$ cat config.mk
export PLATFORM = sky130hd
export DESIGN_NAME = semaforo_cruce
export DESIGN_NICKNAME = d
export VERILOG_FILES = /design/src/rtl/semaforo_pkg.sv /design/src/rtl/semaforo_cruce_contador.sv /design/src/rtl/semaforo_cruce.sv
export SDC_FILE = /design/constraint.sdc
export NUM_CORES = 1
export LEC_CHECK = 0
export ABC_AREA = 1
export CORE_UTILIZATION = 30
export DETAILED_ROUTE_END_ITERATION = 10
export SYNTH_ARGS = -nofsm -noshare
export SYNTH_HDL_FRONTEND = slang
export SYNTH_SLANG_ARGS = --single-unit
export TNS_END_PERCENT = 50
$ cat constraint.sdc
create_clock -name clk -period 3.38 [get_ports clk]
set_clock_uncertainty 0.05 [all_clocks]
set_input_delay 1.014 -clock clk [delete_from_list [all_inputs] [get_ports clk]]
set_output_delay 1.014 -clock clk [all_outputs]
set_load 0.02 [all_outputs]
$ cat src/rtl/semaforo_pkg.sv
// semaforo_pkg: state codes, lamp-vector bit positions and phase-duration selection
package semaforo_pkg;
   typedef enum logic [2:0] {
      VERDE_A     = 3'd0,
      AMARILLO_A  = 3'd1,
      TODO_ROJO_1 = 3'd2,
      VERDE_B     = 3'd3,
      AMARILLO_B  = 3'd4,
      TODO_ROJO_2 = 3'd5,
      PEATON      = 3'd6,
      NOCHE       = 3'd7
   } estado_t;

   localparam int L_VA = 0;
   localparam int L_AA = 1;
   localparam int L_RA = 2;
   localparam int L_VB = 3;
   localparam int L_AB = 4;
   localparam int L_RB = 5;
   localparam int L_PP = 6;
   localparam int NL   = 7;

   // NOCHE returns the blink half-period, so the counter wraps there to pace the toggle
   function automatic int duracion(estado_t s, int tv, int ta, int tr, int tp, int tn);
      return (s == VERDE_A || s == VERDE_B) ? tv :
             (s == AMARILLO_A || s == AMARILLO_B) ? ta :
             (s == PEATON) ? tp :
             (s == NOCHE) ? tn : tr;
   endfunction
endpackage

$ cat src/rtl/semaforo_cruce_contador.sv
// contador_fase: phase counter running 0..limite-1, flagging the last cycle of a phase
module contador_fase #(
   parameter int CW = 8
) (
   input  logic          clk,
   input  logic          rst_n,
   input  logic          clr,
   input  logic [CW-1:0] limite,
   output logic          fin
);
   logic [CW-1:0] cnt;

   assign fin = cnt == limite - CW'(1);

   always_ff @(posedge clk or negedge rst_n)
      if (!rst_n) cnt <= '0;
      else        cnt <= (clr || fin) ? '0 : cnt + CW'(1);
endmodule

$ cat src/rtl/semaforo_cruce.sv
// semaforo_cruce: two-road traffic-light controller with all-red clearance,
// latched pedestrian walk phase and flashing-amber night mode
module semaforo_cruce
   import semaforo_pkg::*;
#(
   parameter int CW          = 8,
   parameter int T_VERDE     = 20,
   parameter int T_AMARILLO  = 18,
   parameter int T_TODO_ROJO = 2,
   parameter int T_PEATON    = 15,
   parameter int T_PARPADEO  = 5
) (
   input  logic       clk,
   input  logic       rst_n,
   input  logic       modo_noche,
   input  logic       boton_peaton,
   output logic       verde_a,
   output logic       amarillo_a,
   output logic       rojo_a,
   output logic       verde_b,
   output logic       amarillo_b,
   output logic       rojo_b,
   output logic       peaton_paso,
   output logic       pend_peaton,
   output logic [2:0] fase
);
   localparam int TMAX = 2 ** CW - 1;

   if (T_VERDE < 1 || T_VERDE > TMAX || T_AMARILLO < 1 || T_AMARILLO > TMAX ||
       T_TODO_ROJO < 1 || T_TODO_ROJO > TMAX || T_PEATON < 1 || T_PEATON > TMAX ||
       T_PARPADEO < 1 || T_PARPADEO > TMAX) begin : g_rango
      $error("semaforo_cruce: phase duration outside 1..2**CW-1");
   end

   estado_t st, nxt;
   logic clr, fin, parpadeo;
   logic [NL-1:0] lamps;

   contador_fase #(.CW(CW)) u_cnt (
      .clk    (clk),
      .rst_n  (rst_n),
      .clr    (clr),
      .limite (CW'(duracion(st, T_VERDE, T_AMARILLO, T_TODO_ROJO, T_PEATON, T_PARPADEO))),
      .fin    (fin)
   );

   always_ff @(posedge clk or negedge rst_n)
      if (!rst_n) begin
         st          <= TODO_ROJO_2;
         pend_peaton <= 1'b0;
         parpadeo    <= 1'b0;
      end else begin
         st          <= nxt;
         pend_peaton <= boton_peaton | (pend_peaton & !(nxt == PEATON && st != PEATON));
         parpadeo    <= (st == NOCHE) ? parpadeo ^ fin : 1'b0;
      end

   // NOCHE ignores its duration for exit; leaving restarts the counter explicitly
   always_comb begin
      nxt = st;
      clr = 1'b0;
      if (st == NOCHE) begin
         nxt = modo_noche ? NOCHE : TODO_ROJO_2;
         clr = !modo_noche;
      end else if (fin)
         case (st)
            VERDE_A:     nxt = AMARILLO_A;
            AMARILLO_A:  nxt = TODO_ROJO_1;
            TODO_ROJO_1: nxt = modo_noche ? NOCHE : VERDE_B;
            VERDE_B:     nxt = AMARILLO_B;
            AMARILLO_B:  nxt = TODO_ROJO_2;
            TODO_ROJO_2: nxt = modo_noche ? NOCHE : pend_peaton ? PEATON : VERDE_A;
            default:     nxt = VERDE_A;
         endcase
   end

   always_comb begin
      lamps       = '0;
      lamps[L_VA] = st == VERDE_A;
      lamps[L_AA] = (st == AMARILLO_A) || (st == NOCHE && parpadeo);
      lamps[L_RA] = !(st == VERDE_A || st == AMARILLO_A || st == NOCHE);
      lamps[L_VB] = st == VERDE_B;
      lamps[L_AB] = (st == AMARILLO_B) || (st == NOCHE && parpadeo);
      lamps[L_RB] = !(st == VERDE_B || st == AMARILLO_B || st == NOCHE);
      lamps[L_PP] = st == PEATON;
   end

   assign verde_a     = lamps[L_VA];
   assign amarillo_a  = lamps[L_AA];
   assign rojo_a      = lamps[L_RA];
   assign verde_b     = lamps[L_VB];
   assign amarillo_b  = lamps[L_AB];
   assign rojo_b      = lamps[L_RB];
   assign peaton_paso = lamps[L_PP];
   assign fase        = st;
endmodule

Yosys cells after proc, flatten, opt, wreduce, memory -nomap -nowiden
Index checks and enable logic that the tools add are counted.
{ "totals": {"ff_bits": 13, "latch_bits": 0, "mem_bits_rw": 0, "rom_bits": 0, "input_bits": 4, "output_inout_bits": 11, "word_cells": 49, "mem_count": 0} }
{ "classes": {"addsub": 2, "mul": 0, "div": 0, "n_lt_le_gt_ge": 0, "n_eq_ne": 10, "shift": 0, "muxes": 14, "bitwise": 3, "reduce_logical": 16} }
{ "op_table": {"columns": ["op", "count"], "rows": [
  ["3-bit 2-to-1 mux", 6],
  ["3-bit one-hot mux with 6 select lines", 1],
  ["3-bit == test, second input constant", 5],
  ["5-bit 2-to-1 mux", 2],
  ["1-bit logical OR", 9],
  ["8-bit by 1-bit adder with 8-bit output, second input constant", 1],
  ["8-bit == test", 1],
  ["8-bit 2-to-1 mux", 1],
  ["3-bit by 2-bit == test with 1-bit output, second input constant", 2],
  ["5-bit by 1-bit subtractor with 6-bit output, second input constant", 1],
  ["1-bit zero test", 4],
  ["4-bit 2-to-1 mux", 1],
  ["3-bit by 1-bit == test with 1-bit output, second input constant", 1],
  ["3-bit zero test", 1],
  ["3-bit != test, second input constant", 1],
  ["1-bit logical AND", 2],
  ["1-bit 2-to-1 mux", 2],
  ["2-bit 2-to-1 mux", 1],
  ["1-bit AND", 1],
  ["1-bit bitwise OR", 1],
  ["1-bit bitwise XOR", 1]
]} }

Longest topological paths before layout
{ "depth": {"word_depth": 14, "depth_mapped": 19, "ltp_nobuf": 18} }

Cells and area by module
A second synthesis with hierarchy kept.
{ "hier_totals": {"hier_cells": 175, "area_unflattened_um2": 1136.1} }
{ "by_module_without_submodules": {"columns": ["mod", "instances", "cells_each", "area_each_um2"], "rows": [
  ["contador_fase", 1, 104, 676.9],
  ["semaforo_cruce", 1, 71, 459.2]
]} }

Worst setup path after synthesis
OpenSTA, ideal clock, no wires.
{ "synth_timing": {"kind": "reg-to-output", "start": "register st[0] (netlist: fase[0])", "end": "output amarillo_a", "arrival_time_ps": 1602, "required_ps": 2316, "slack_ps": 714, "path_stages_with_launch": 6, "path_buffers": 1, "cell_sequence": "dfstp_2 -> buf_6 -> nand2_2 -> nor2_1 -> inv_1 -> o21ai_0"} }
{ "synth_between": {"elab_chain_len": 3, "elab_cells_between_ends": 4, "classes_between": "eq/ne (2); reduce/logical (2)"} }
{ "synth_rtl": {"columns": ["element", "line_no", "rtl"], "rows": [
  ["start, declared", "semaforo_cruce.sv:35", "estado_t st, nxt;"],
  ["start signal, assigned", "semaforo_cruce.sv:53", "st <= nxt;"],
  ["3-bit == test", "semaforo_cruce.sv:80", "lamps[L_AA] = (st == AMARILLO_A) || (st == NOCHE && parpadeo);"],
  ["1-bit logical AND", "semaforo_cruce.sv:80", null],
  ["1-bit logical OR *", "semaforo_cruce.sv:80", null],
  ["end, declared", "semaforo_cruce.sv:18", "output logic amarillo_a,"]
]} }
Mark *: on every way between the ends. The rest lies on a longest branch, timed or not.

Final worst setup path
{ "layout_timing": {"start": "register st[2] (netlist: fase[2])", "end": "output rojo_a"} }
{ "layout_between": {"elab_chain_len": 4, "elab_cells_between_ends": 6, "classes_between": "eq/ne (2); reduce/logical (4)"} }
{ "layout_rtl": {"columns": ["element", "line_no", "rtl"], "rows": [
  ["3-bit by 1-bit == test with 1-bit output or 3-bit zero test (tied branches)", "semaforo_cruce.sv:81", "lamps[L_RA] = !(st == VERDE_A || st == AMARILLO_A || st == NOCHE);"],
  ["1-bit logical OR", "semaforo_cruce.sv:81", null],
  ["1-bit logical OR *", "semaforo_cruce.sv:81", null],
  ["1-bit zero test *", "semaforo_cruce.sv:81", null],
  ["end, declared", "semaforo_cruce.sv:19", "output logic rojo_a,"]
]} }
Marks and branches as above.

==> flow_summary.toml <==
[synthesis]
synthSimpleGateAreaFrac = 0.363
ys_ff_latch = 13
synth_fp_nets = 133
netlist_area_um2 = 928
synth-compound-area-share = 0.0768
synth_xor_area_frac = 0.0458
synth_mux_area_frac = 0
ys_types = 24
ys_seq_area_frac = 0.353
synthAdderAreaFrac = 0.0270
avgSynthCellArea_um2 = 7.31
synth_top_family_by_area = "simple AND/OR/NAND/NOR gates"
syn_inst = 127
ys_warn_count = 0

[die]
die_w_um = 57.6
fp-row-count = 19
dieArea_um2 = 3320
initial_utilization = 0.325
ioPinCount = 15
core-area_um2 = 2850
fp.dieH_um = 57.6

[setup_path]
cp_num_buf_inv = 3
slowest_stage = "dfstp_2"
endpoint_kind = "output pin"
worstPathCellList = "nand2_2, nor2_1, inv_1, o21ai_0, inv_1, clkdlybuf4s50_1"
cp_data_required_time_ps = 2320
worstPathMaxFanout = 10
path_common_cell = "inv_1"
crit_family = "buffers and inverters"
crit_type = "reg -> out"
start_kind = "flip-flop"
max_stage_delay_ps = 660
arrival_ps = 2090

[clocking]
path_clk_slew_ps = 70
holdBufCountCts = 0
clk_path_buf_depth = 2
clk_latency_ps = 270
root_buffer = "clkbuf_4"
htreeDepth = 1
cts.sink_count = 13
numCtsBuffers = 3
cts_tree = "built"

[grt]
antenna_found_initial = 0
grt-ovfl-total = 0
grt_pass1_vias = 754
grt_util_all_layers = 0.132
grt_max_degree = 14
grt_first_pass_wirelength_mm = 3.33

[timing]
maxSlewHeadroom = 0.610
worst_pin_slew_ps = 582
setup_violations = 0
report.final.slew_viol_count = 0
finalHoldViolCount = 0
fin_crit_sh = 0.934
fin_ws_ps = 223
rsz0062_at_grt = "no"
max_freq_mhz = 317
fin_crit_ps = 3160
tns_ps = 0

[drt]
via_per_inst = 4.68
detailedRoute.firstIterationViolations = 11
drc = 3
routed_wl_mm = 1.85
dr_total_vias = 823
wl_per_cell_um = 10.5
postRouteAntennaNets = 0
dr.pass1.iters = 7

[power_and_ir_drop]
p_leak_nw = 0.608
power_density_nw_per_um2 = 882
ir_worst_vdd_mv = 0.263

[min_path]
hold_class = "reg -> reg"

[place]
place_ws_ps = 403
place.gp.congestion = 0.770
hpwl_mm = 1.52
port_buffers = 14

[final_layout]
diodes = 0
fin_util = 0.396
final_layout_size_suffix_gt1_frac = 0.159
areaGrowthSynthToFinish_pct = 21.6
finalNetCount = 152

[run_status]
status = "finished with violations"
failed_checks = "DRC"

[flow_run]
cap_violations = 0
## logic make-up (layout without fill, tap and decap cells)
logic type | after synthesis | after routing
buffers and inverters | 26 | 44
adders and majority gates | 2 | 2
xor gates and xnor gates | 4 | 4
and+or+nand+nor | 70 | 70
AOI/OAI and AO/OA | 12 | 12
DFF | 13 | 13
## metrics by stage
stage | std cells | hold slack, ps | area (um^2) | total power [mW]
after floorplan | 127 | 425 | 928 | 0.739
after detailed placement | 169 | 453 | 1070 | 0.893
after global placement | 169 | 444 | 1070 | 0.894
final | 176 | 455 | 1130 | 0.995
after CTS | 173 | 470 | 1100 | 0.992
after global routing | 176 | 492 | 1130 | 1.11
## state kept, by name, summed over array words and instances (netlist names)
| signal | count |
|---|---|
| fase | 3 |
| parpadeo | 1 |
| pend_peaton | 1 |
| u_cnt.cnt | 8 |
## where the power goes
group	total [mW]	leakage [nW]	internal (mW)	switching [mW]
sequential	0.289	0.161	0.212	0.0769
clock	0.0941	0.0177	0.0438	0.0503
combinational	0.612	0.430	0.246	0.366
total	0.995	0.608	0.502	0.494
## cell usage in the layout, fill, tap and decap left out, types with 3 or more instances in the layout
cell / netlist / final
nor2_1: 17 / 17
nor2_2: 3 / 3
nand2_1: 25 / 25
clkbuf_4: 0 / 3
buf_4: 0 / 3
clkdlybuf4s50_1: 0 / 12
nand3_2: 3 / 3
a21oi_1: 3 / 3
o21ai_0: 6 / 6
dfrtp_1: 11 / 11
xor2_1: 3 / 3
inv_1: 20 / 20
nand3_1: 10 / 10
nand4_1: 4 / 4
## worst min-delay path: stages, from the launching register on
cell and delay, ps:
dfrtp_1 370, nand2_1 60, nand2_1 50
## what timing repair did
item / CTS / global route
resized for setup: 0 / 2
buffers inserted: 0 / 3
setup endpoints to repair: 0 / 2
## cells in the mapped netlist (all sizes together)
cell / instances / share of area
dfrtp: 11 / 0.30
nor4: 1 / 0.0067
dfstp: 2 / 0.057
a21oi: 3 / 0.016
nor3b: 2 / 0.016
ha: 2 / 0.027
inv: 23 / 0.098
nand2: 28 / 0.13
nand4: 4 / 0.027
nor2: 20 / 0.089
buf: 3 / 0.036
nor3: 2 / 0.011
xor2: 4 / 0.046
nand3: 13 / 0.086
o21ai: 9 / 0.061
## layer usage
layer | vias up | wire (um) | global-route usage
met5 | - | 0 | 0
met3 | 2 | 34 | 0.0156
met2 | 8 | 872 | 0.209
met4 | 0 | 27 | 0.0801
li1 | 440 | - | -
met1 | 373 | 915 | 0.172
## cell type report
type / count / area (um^2)
Multi-Input combinational cell: 88 / 475
Inverter: 23 / 91.3
Sequential cell: 13 / 328
Tap cell: 31 / 38.8
Clock buffer: 3 / 22.5
Timing Repair Buffer: 17 / 168
Clock inverter: 1 / 5.00
Fill cell: 298 / 1720
## path summary, 6_finish.rpt
kind	start	endpoint	slack [ps]	depth (start not counted)
hold reg to reg	pend_peaton$_DFF_PN0_	pend_peaton$_DFF_PN0_	460	2
setup reg to reg	fase[2]$_DFF_PN1_	u_cnt.cnt[3]$_DFF_PN0_	650	13
max in group asynchronous	rst_n	fase[0]$_DFF_PN1_	1840	1
setup / recovery	fase[2]$_DFF_PN1_	rojo_a	220	6
min in group asynchronous	rst_n	u_cnt.cnt[0]$_DFF_PN0_	1050	1
hold / removal	pend_peaton$_DFF_PN0_	pend_peaton$_DFF_PN0_	460	2
Power figures use the tool's default switching activity.
